`src/rtl/mult_unit.sv`:
```
// rtl/mult_unit.sv - iterative 32x32 shift-and-add multiplier for MULT/MULTU into HI/LO
// Optional MULT_EARLY_TERM_EN: leave RUN as soon as the remaining multiplier bits are all zero.

module mult_unit_rca #(
  parameter int WIDTH = 32
) (
  input  logic [WIDTH-1:0] i_a,
  input  logic [WIDTH-1:0] i_b,
  input  logic             i_cin,
  output logic [WIDTH-1:0] o_sum,
  output logic             o_cout
);

  logic [WIDTH:0] w_c;

  assign w_c[0] = i_cin;

  for (genvar g = 0; g < WIDTH; g++) begin : g_bit
    assign o_sum[g]   = i_a[g] ^ i_b[g] ^ w_c[g];
    assign w_c[g+1]   = (i_a[g] & i_b[g]) | (w_c[g] & (i_a[g] ^ i_b[g]));
  end

  assign o_cout = w_c[WIDTH];

endmodule

module mult_unit #(
  parameter int WIDTH = 32
) (
  input  logic             clk,
  input  logic             reset,
  input  logic             start,
  input  logic             is_signed,
  input  logic [WIDTH-1:0] op_a,
  input  logic [WIDTH-1:0] op_b,
  output logic             busy,
  output logic             done,
  output logic [WIDTH-1:0] hi,
  output logic [WIDTH-1:0] lo
);

  localparam int CW = $clog2(WIDTH) + 1;
  localparam int PW = 2 * WIDTH + 1;
  localparam logic [WIDTH-1:0]   ONE_W    = 1;
  localparam logic [2*WIDTH-1:0] ONE_P    = 1;
  localparam logic [CW-1:0]      CNT_ONE  = 1;
  localparam logic [CW-1:0]      CNT_LAST = CW'(WIDTH - 1);

  typedef enum logic [1:0] {
    S_IDLE,
    S_RUN,
    S_SIGN
  } state_t;

  state_t             r_state;
  state_t             w_next;
  logic [CW-1:0]      r_cnt;
  logic [PW-1:0]      r_p;
  logic [WIDTH-1:0]   r_a;
  logic               r_neg;
  logic               r_done;
  logic [WIDTH-1:0]   r_hi;
  logic [WIDTH-1:0]   r_lo;

  logic [WIDTH-1:0]   w_mag_a;
  logic [WIDTH-1:0]   w_mag_b;
  logic [WIDTH-1:0]   w_sum;
  logic               w_cout;
  logic [PW-1:0]      w_p_step;
  logic [PW-1:0]      w_p_next;
  logic               w_early;
  logic               w_run_end;
  logic [2*WIDTH-1:0] w_result;

  // 0x80000000 negates to itself, which is the correct unsigned magnitude.
  assign w_mag_a = (is_signed && op_a[WIDTH-1]) ? (~op_a + ONE_W) : op_a;
  assign w_mag_b = (is_signed && op_b[WIDTH-1]) ? (~op_b + ONE_W) : op_b;

  mult_unit_rca #(.WIDTH(WIDTH)) u_rca (
    .i_a    (r_p[2*WIDTH-1:WIDTH]),
    .i_b    (r_a),
    .i_cin  (1'b0),
    .o_sum  (w_sum),
    .o_cout (w_cout)
  );

  // The adder carry lands in the top bit and is shifted into P[2W-1].
  assign w_p_step = r_p[0] ? {1'b0, w_cout, w_sum, r_p[WIDTH-1:1]}
                           : {1'b0, r_p[PW-1:1]};

`ifdef MULT_EARLY_TERM_EN
  localparam logic [CW-1:0] CNT_W = CW'(WIDTH);
  logic [WIDTH-1:0] w_remain_mask;

  // Unconsumed multiplier bits sit in P[WIDTH-1-counter:0].
  assign w_remain_mask = {WIDTH{1'b1}} >> r_cnt;
  assign w_early       = ~|(r_p[WIDTH-1:0] & w_remain_mask);
  assign w_p_next      = w_early ? (r_p >> (CNT_W - r_cnt)) : w_p_step;
`else
  assign w_early       = 1'b0;
  assign w_p_next      = w_p_step;
`endif

  assign w_run_end = w_early || (r_cnt == CNT_LAST);
  assign w_result  = r_neg ? (~r_p[2*WIDTH-1:0] + ONE_P) : r_p[2*WIDTH-1:0];

  always_ff @(posedge clk or posedge reset) begin
    if (reset) begin
      r_state <= S_IDLE;
    end else begin
      r_state <= w_next;
    end
  end

  always_comb begin
    w_next = r_state;
    case (r_state)
      S_IDLE:  if (start) w_next = S_RUN;
      S_RUN:   if (w_run_end) w_next = S_SIGN;
      S_SIGN:  w_next = S_IDLE;
      default: w_next = S_IDLE;
    endcase
  end

  always_comb begin
    busy = (r_state == S_RUN) || (r_state == S_SIGN);
    done = r_done;
    hi   = r_hi;
    lo   = r_lo;
  end

  always_ff @(posedge clk or posedge reset) begin
    if (reset) begin
      r_cnt  <= '0;
      r_p    <= '0;
      r_a    <= '0;
      r_neg  <= 1'b0;
      r_done <= 1'b0;
      r_hi   <= '0;
      r_lo   <= '0;
    end else begin
      r_done <= 1'b0;
      case (r_state)
        S_IDLE: begin
          if (start) begin
            r_neg <= is_signed & (op_a[WIDTH-1] ^ op_b[WIDTH-1]);
            r_a   <= w_mag_a;
            r_p   <= {{(WIDTH+1){1'b0}}, w_mag_b};
            r_cnt <= '0;
          end
        end
        S_RUN: begin
          r_p   <= w_p_next;
          r_cnt <= r_cnt + CNT_ONE;
        end
        S_SIGN: begin
          r_hi   <= w_result[2*WIDTH-1:WIDTH];
          r_lo   <= w_result[WIDTH-1:0];
          r_done <= 1'b1;
        end
        default: ;
      endcase
    end
  end

endmodule

```
`config.mk`:
```
export PLATFORM = sky130hd
export DESIGN_NAME = mult_unit
export DESIGN_NICKNAME = d
export VERILOG_FILES = /design/src/rtl/mult_unit.sv
export SDC_FILE = /design/constraint.sdc
export NUM_CORES = 1
export LEC_CHECK = 0
export ABC_AREA = 0
export CAP_MARGIN = 40
export CORE_MARGIN = 4
export CORE_UTILIZATION = 30
export CTS_BUF_LIST = sky130_fd_sc_hd__clkbuf_8
export DETAILED_ROUTE_END_ITERATION = 6
export HOLD_SLACK_MARGIN = 0.15
export PLACE_DENSITY = 0.47
export SYNTH_ARGS = -nofsm -noshare
export SYNTH_HDL_FRONTEND = slang
export SYNTH_SLANG_ARGS = --single-unit
```
`constraint.sdc`:
```
create_clock -name clk -period 17.85 [get_ports clk]
set_input_delay 1.785 -clock clk [delete_from_list [all_inputs] [get_ports clk]]
set_output_delay 1.785 -clock clk [all_outputs]
set_load 0.03 [all_outputs]
```
==> out/summary.md <==
The flow ran to the end, and the final reports show no timing, DRC or antenna violations. The die boundary width is 196 um. For the number of distinct standard cells referenced by the synthesized netlist, the log shows 59. After Yosys synthesis, full adders, half adders and majority gates account for 6.79% of the synthesized area.

The synthesized design devotes to its leading area cell type 40.1% of total area. The path class of the tightest hold or removal check is flop to flop. The instance count on the critical path was 37. The total DRC errors in the routed layout is 0, and the number of clock sinks seen by CTS is 170. Detailed placement finished with a half-perimeter wire length of 24,500 um. In the synthesized netlist, mux cells make up 2.49% of the area.

The multi-input gate area in the final layout was 5800 um2. Data on the critical path is required at its endpoint by 18.27 ns. The first detailed-routing pass took 5 iterations. Ranked by instance count, the synthesized netlist is headed by 170 x dfrtp_1, 124 x nor2_1, 117 x o21ai_0.

The number of global-route vias before repair came out at 8,809. The congestion estimate from routability-driven global placement came to 0.887. For the area taken by flip-flops and latches, the log shows 4260 um2. The register bit count reported by yosys is 170. For the pin with the worst max-slew slack, the measured transition is 0.818 ns.

The tree is rooted in a clkbuf_8. The tools report the source-to-sink clock delay at the later pin of the worst-skew pair as 0.49 ns. The tools report the number of buffers inserted by post-CTS setup repair as 0. For the number of top-level design ports, the log shows 134. The fraction of layout cells with a size suffix above 1 is 5.48%. By area the synthesized netlist is led by dfrtp_1 40%, fa_1 5.8%, xnor2_1 5.8%. 0 antenna diodes ended up in the layout. The tools report the initial antenna violation count as 0.

Port buffering added 133 buffers. Measured against its own limit, the worst slew margin works out to 45.4%. Setup violations remaining at the end of the flow were counted as 0. The fill cell total of the finished layout came out at 3,587. The synthesized net count is 1,318. Origin of the worst min-delay path: r_a[6]$_DFFE_PP0P_. For the total congestion overflow, the log shows 0.

The tools report the number of instances in the synthesized netlist as 1,211. For this design the ratio of total power to cell area is 179 nW/um2. TritonCTS created 17 clock buffers. The share of synthesized registers carrying an async set or reset is 100%, and the remaining antenna violation count is 0.

The net count reported at finish is 1,410, and the compound-cell area share of the yosys netlist is 17.7%. The cell area that synthesis handed to floorplanning was 10,600 um2. The biggest area consumer among synthesized cells is dfrtp_1.

The first global-routing pass estimated 51,800 um of wire. The cell class contributing the biggest share of worst-path delay is adder cells. The worst register-to-register path has a depth of 37. The simple-gate share of the synthesized area is 17.1%. VDD sags by at most 0.000115 V. The count of buffer and inverter cells on the critical path is 3. Setup repair after global routing left no endpoint under its margin. After floorplanning, the core was divided into 68 placement rows. The detailed-route via count was 8,807. Using the TritonRoute via totals, the vias-per-cell ratio works out to 4.98. The core region is 34,700 um2.

Dominant register cell in the synthesized netlist: dfrtp_1. The chip height works out to 196 um. Summing the areas of all xor and xnor instances in the mapped netlist gives 10.2% of the synthesized area. The clock period could shrink to 13.18 ns. Based on the critical path, the design can be clocked at up to 75.8 MHz. Highest-delay cell along the critical path: dfrtp_1. The clock tree synthesis step divided the H-tree into 4 levels. The maximum fanout along the worst path was 9. The capture point of the worst reg-to-reg path was r_p[63]$_DFFE_PP0P_.

The run gives 0 as the total of cells resized after clock tree synthesis. The startpoint class of the critical path was a flop. The final number of max-transition violations was 0.

For the number of buffers inserted by hold repair at cts, the log shows 0. The startpoint identified for the worst register-to-register timing path is r_p[32]$_DFFE_PP0P_. The most critical setup path has its startpoint at r_p[32]$_DFFE_PP0P_. Averaged over all synthesized cells, the footprint is 8.77 um2. Element type at the critical path end: a flop.

TritonCTS built the clock tree. The Yosys step of the flow raised 0 warnings. The ratio of final minimum period to clock period was 73.9%; the area of the die was 38,500 um2. For the sequential-to-total area share from yosys stat, the log shows 40.1%. For this design the static power due to leakage is 4.90 nW. Clock-pin slew was measured on the worst setup and hold paths at 0.10 ns. From synthesis to final layout, the design area changed by 20.4%.

Max-cap violations in this run came to 0. Clock skew on the completed layout was measured at 0.0158 ns. The post-route setup TNS was 0 ns; the number of hold-slack violations in the final timing report was 0. The average wire per standard cell is 18.1 um.

The buffer depth of the longest clock path is 2. Main combinational cell family by area after synthesis: compound AO/OA/AOI/OAI gates. Among all cell types in the netlist, the one instantiated most often is dfrtp_1. For this configuration, the core starts out at a cell density of 30.6%. In this design, the critical path's most frequently occurring cell is fa_1.

The count of flip-flops with a built-in enable after synthesis works out to 0. Following the worst setup path forward leads to its endpoint at r_p[63]$_DFFE_PP0P_. The reg2reg setup slack was 4.67 ns. The run gives 32,000 um as the total wire length after detailed routing. For the worst setup path, the data arrival time is 13.60 ns. Maximum single-stage delay on the critical path: 0.54 ns. For this run, the total global-route usage over all layers was measured as 16.9%. The largest net degree at the start of global routing was 75.

The first routing iteration left 531 violations. The worst setup path is of the flop to flop kind. Summing internal, switching and leakage power gives 0.00229 W.
## area by class of cell
class                   instances  area share [%]
repair buffers                147            11.5
well taps                     455            4.45
flip-flops and latches        170            33.3
clock inverters                13           0.940
multi-input cells             882            45.4
clock buffers                  18            1.94
inverters                      85            2.53
## cells by family (layout without fill, tap and decap cells)
group                    count (synthesis)  count (layout)
multiplexers                            26              26
AO/OA/AOI/OAI                          321             321
flip-flops                             170             170
XOR/XNOR                               124             124
AND/OR/NAND/NOR                        372             372
buffers and inverters                  159             263
adder cells (fa/ha/maj)                 39              39
## layer usage
metal,vias up,GRT usage (%),share of wire [%]
li1,4397,-,-
met1,4196,26.9,54
met2,186,23.5,40
met3,28,2.76,3.6
met4,0,4.71,1.9
met5,-,0,0
## state kept, by name, indices dropped and copies added, names as in the netlist
| signal | cells |
|---|---|
| lo | 32 |
| done | 1 |
| r_p | 64 |
| r_a | 32 |
| r_cnt | 6 |
| r_neg | 1 |
| hi | 32 |
| r_state | 2 |
## how the worst min path moves through the flow
stage | depth (start not counted) | slack, ns | end
2_1_floorplan | 2 | 0.45 | r_a[10]$_DFFE_PP0P_
3_3_place_gp | 2 | 0.46 | r_a[5]$_DFFE_PP0P_
3_5_place_dp | 2 | 0.47 | r_a[28]$_DFFE_PP0P_
4_1_cts | 2 | 0.49 | r_a[6]$_DFFE_PP0P_
5_1_grt | 2 | 0.52 | r_a[26]$_DFFE_PP0P_
6_report | 2 | 0.49 | r_a[6]$_DFFE_PP0P_
## stage by stage
step	area [um2]	utilization (%)	hold slack [ns]	setup WS, ns	instances
global placement	12300	35.6	0.464	4.71	1734
detailed placement	12400	35.8	0.471	4.65	1739
finish	12800	36.8	0.486	4.67	1770
global route	12800	36.8	0.523	4.16	1770
CTS	12800	36.8	0.493	4.64	1770
floorplan	10600	-	0.450	5.28	1211
## placed cells by master (no fill, tap or decap), drive strengths merged, types with 21 or more instances in the layout
cell / instances
o21ai: 122
nor2: 124
o31ai: 23
nor4: 21
nand2: 95
dfrtp: 170
nor3: 23
a21oi: 115
xnor2: 70
fa: 31
clkdlybuf4s50: 133
or3: 26
mux2i: 23
nand3: 32
xor2: 54
inv: 88
## report_power, final
group / switching, W / total [W] / internal [W] / leakage (nW)
Combinational: 0.000800 / 0.00128 / 0.000480 / 2.66
Sequential: 0.000178 / 0.000741 / 0.000564 / 2.05
Clock: 0.000157 / 0.000271 / 0.000114 / 0.182
## worst register-to-register path: cells and delay by family (launching register included)
kind / cells / cell delay, ns
adders and majority gates: 32 / 11.98
DFF: 1 / 0.54
AOI/OAI and AO/OA: 2 / 0.40
buffers and inverters: 3 / 0.17
No activity file was read; power rests on OpenSTA's default activity.
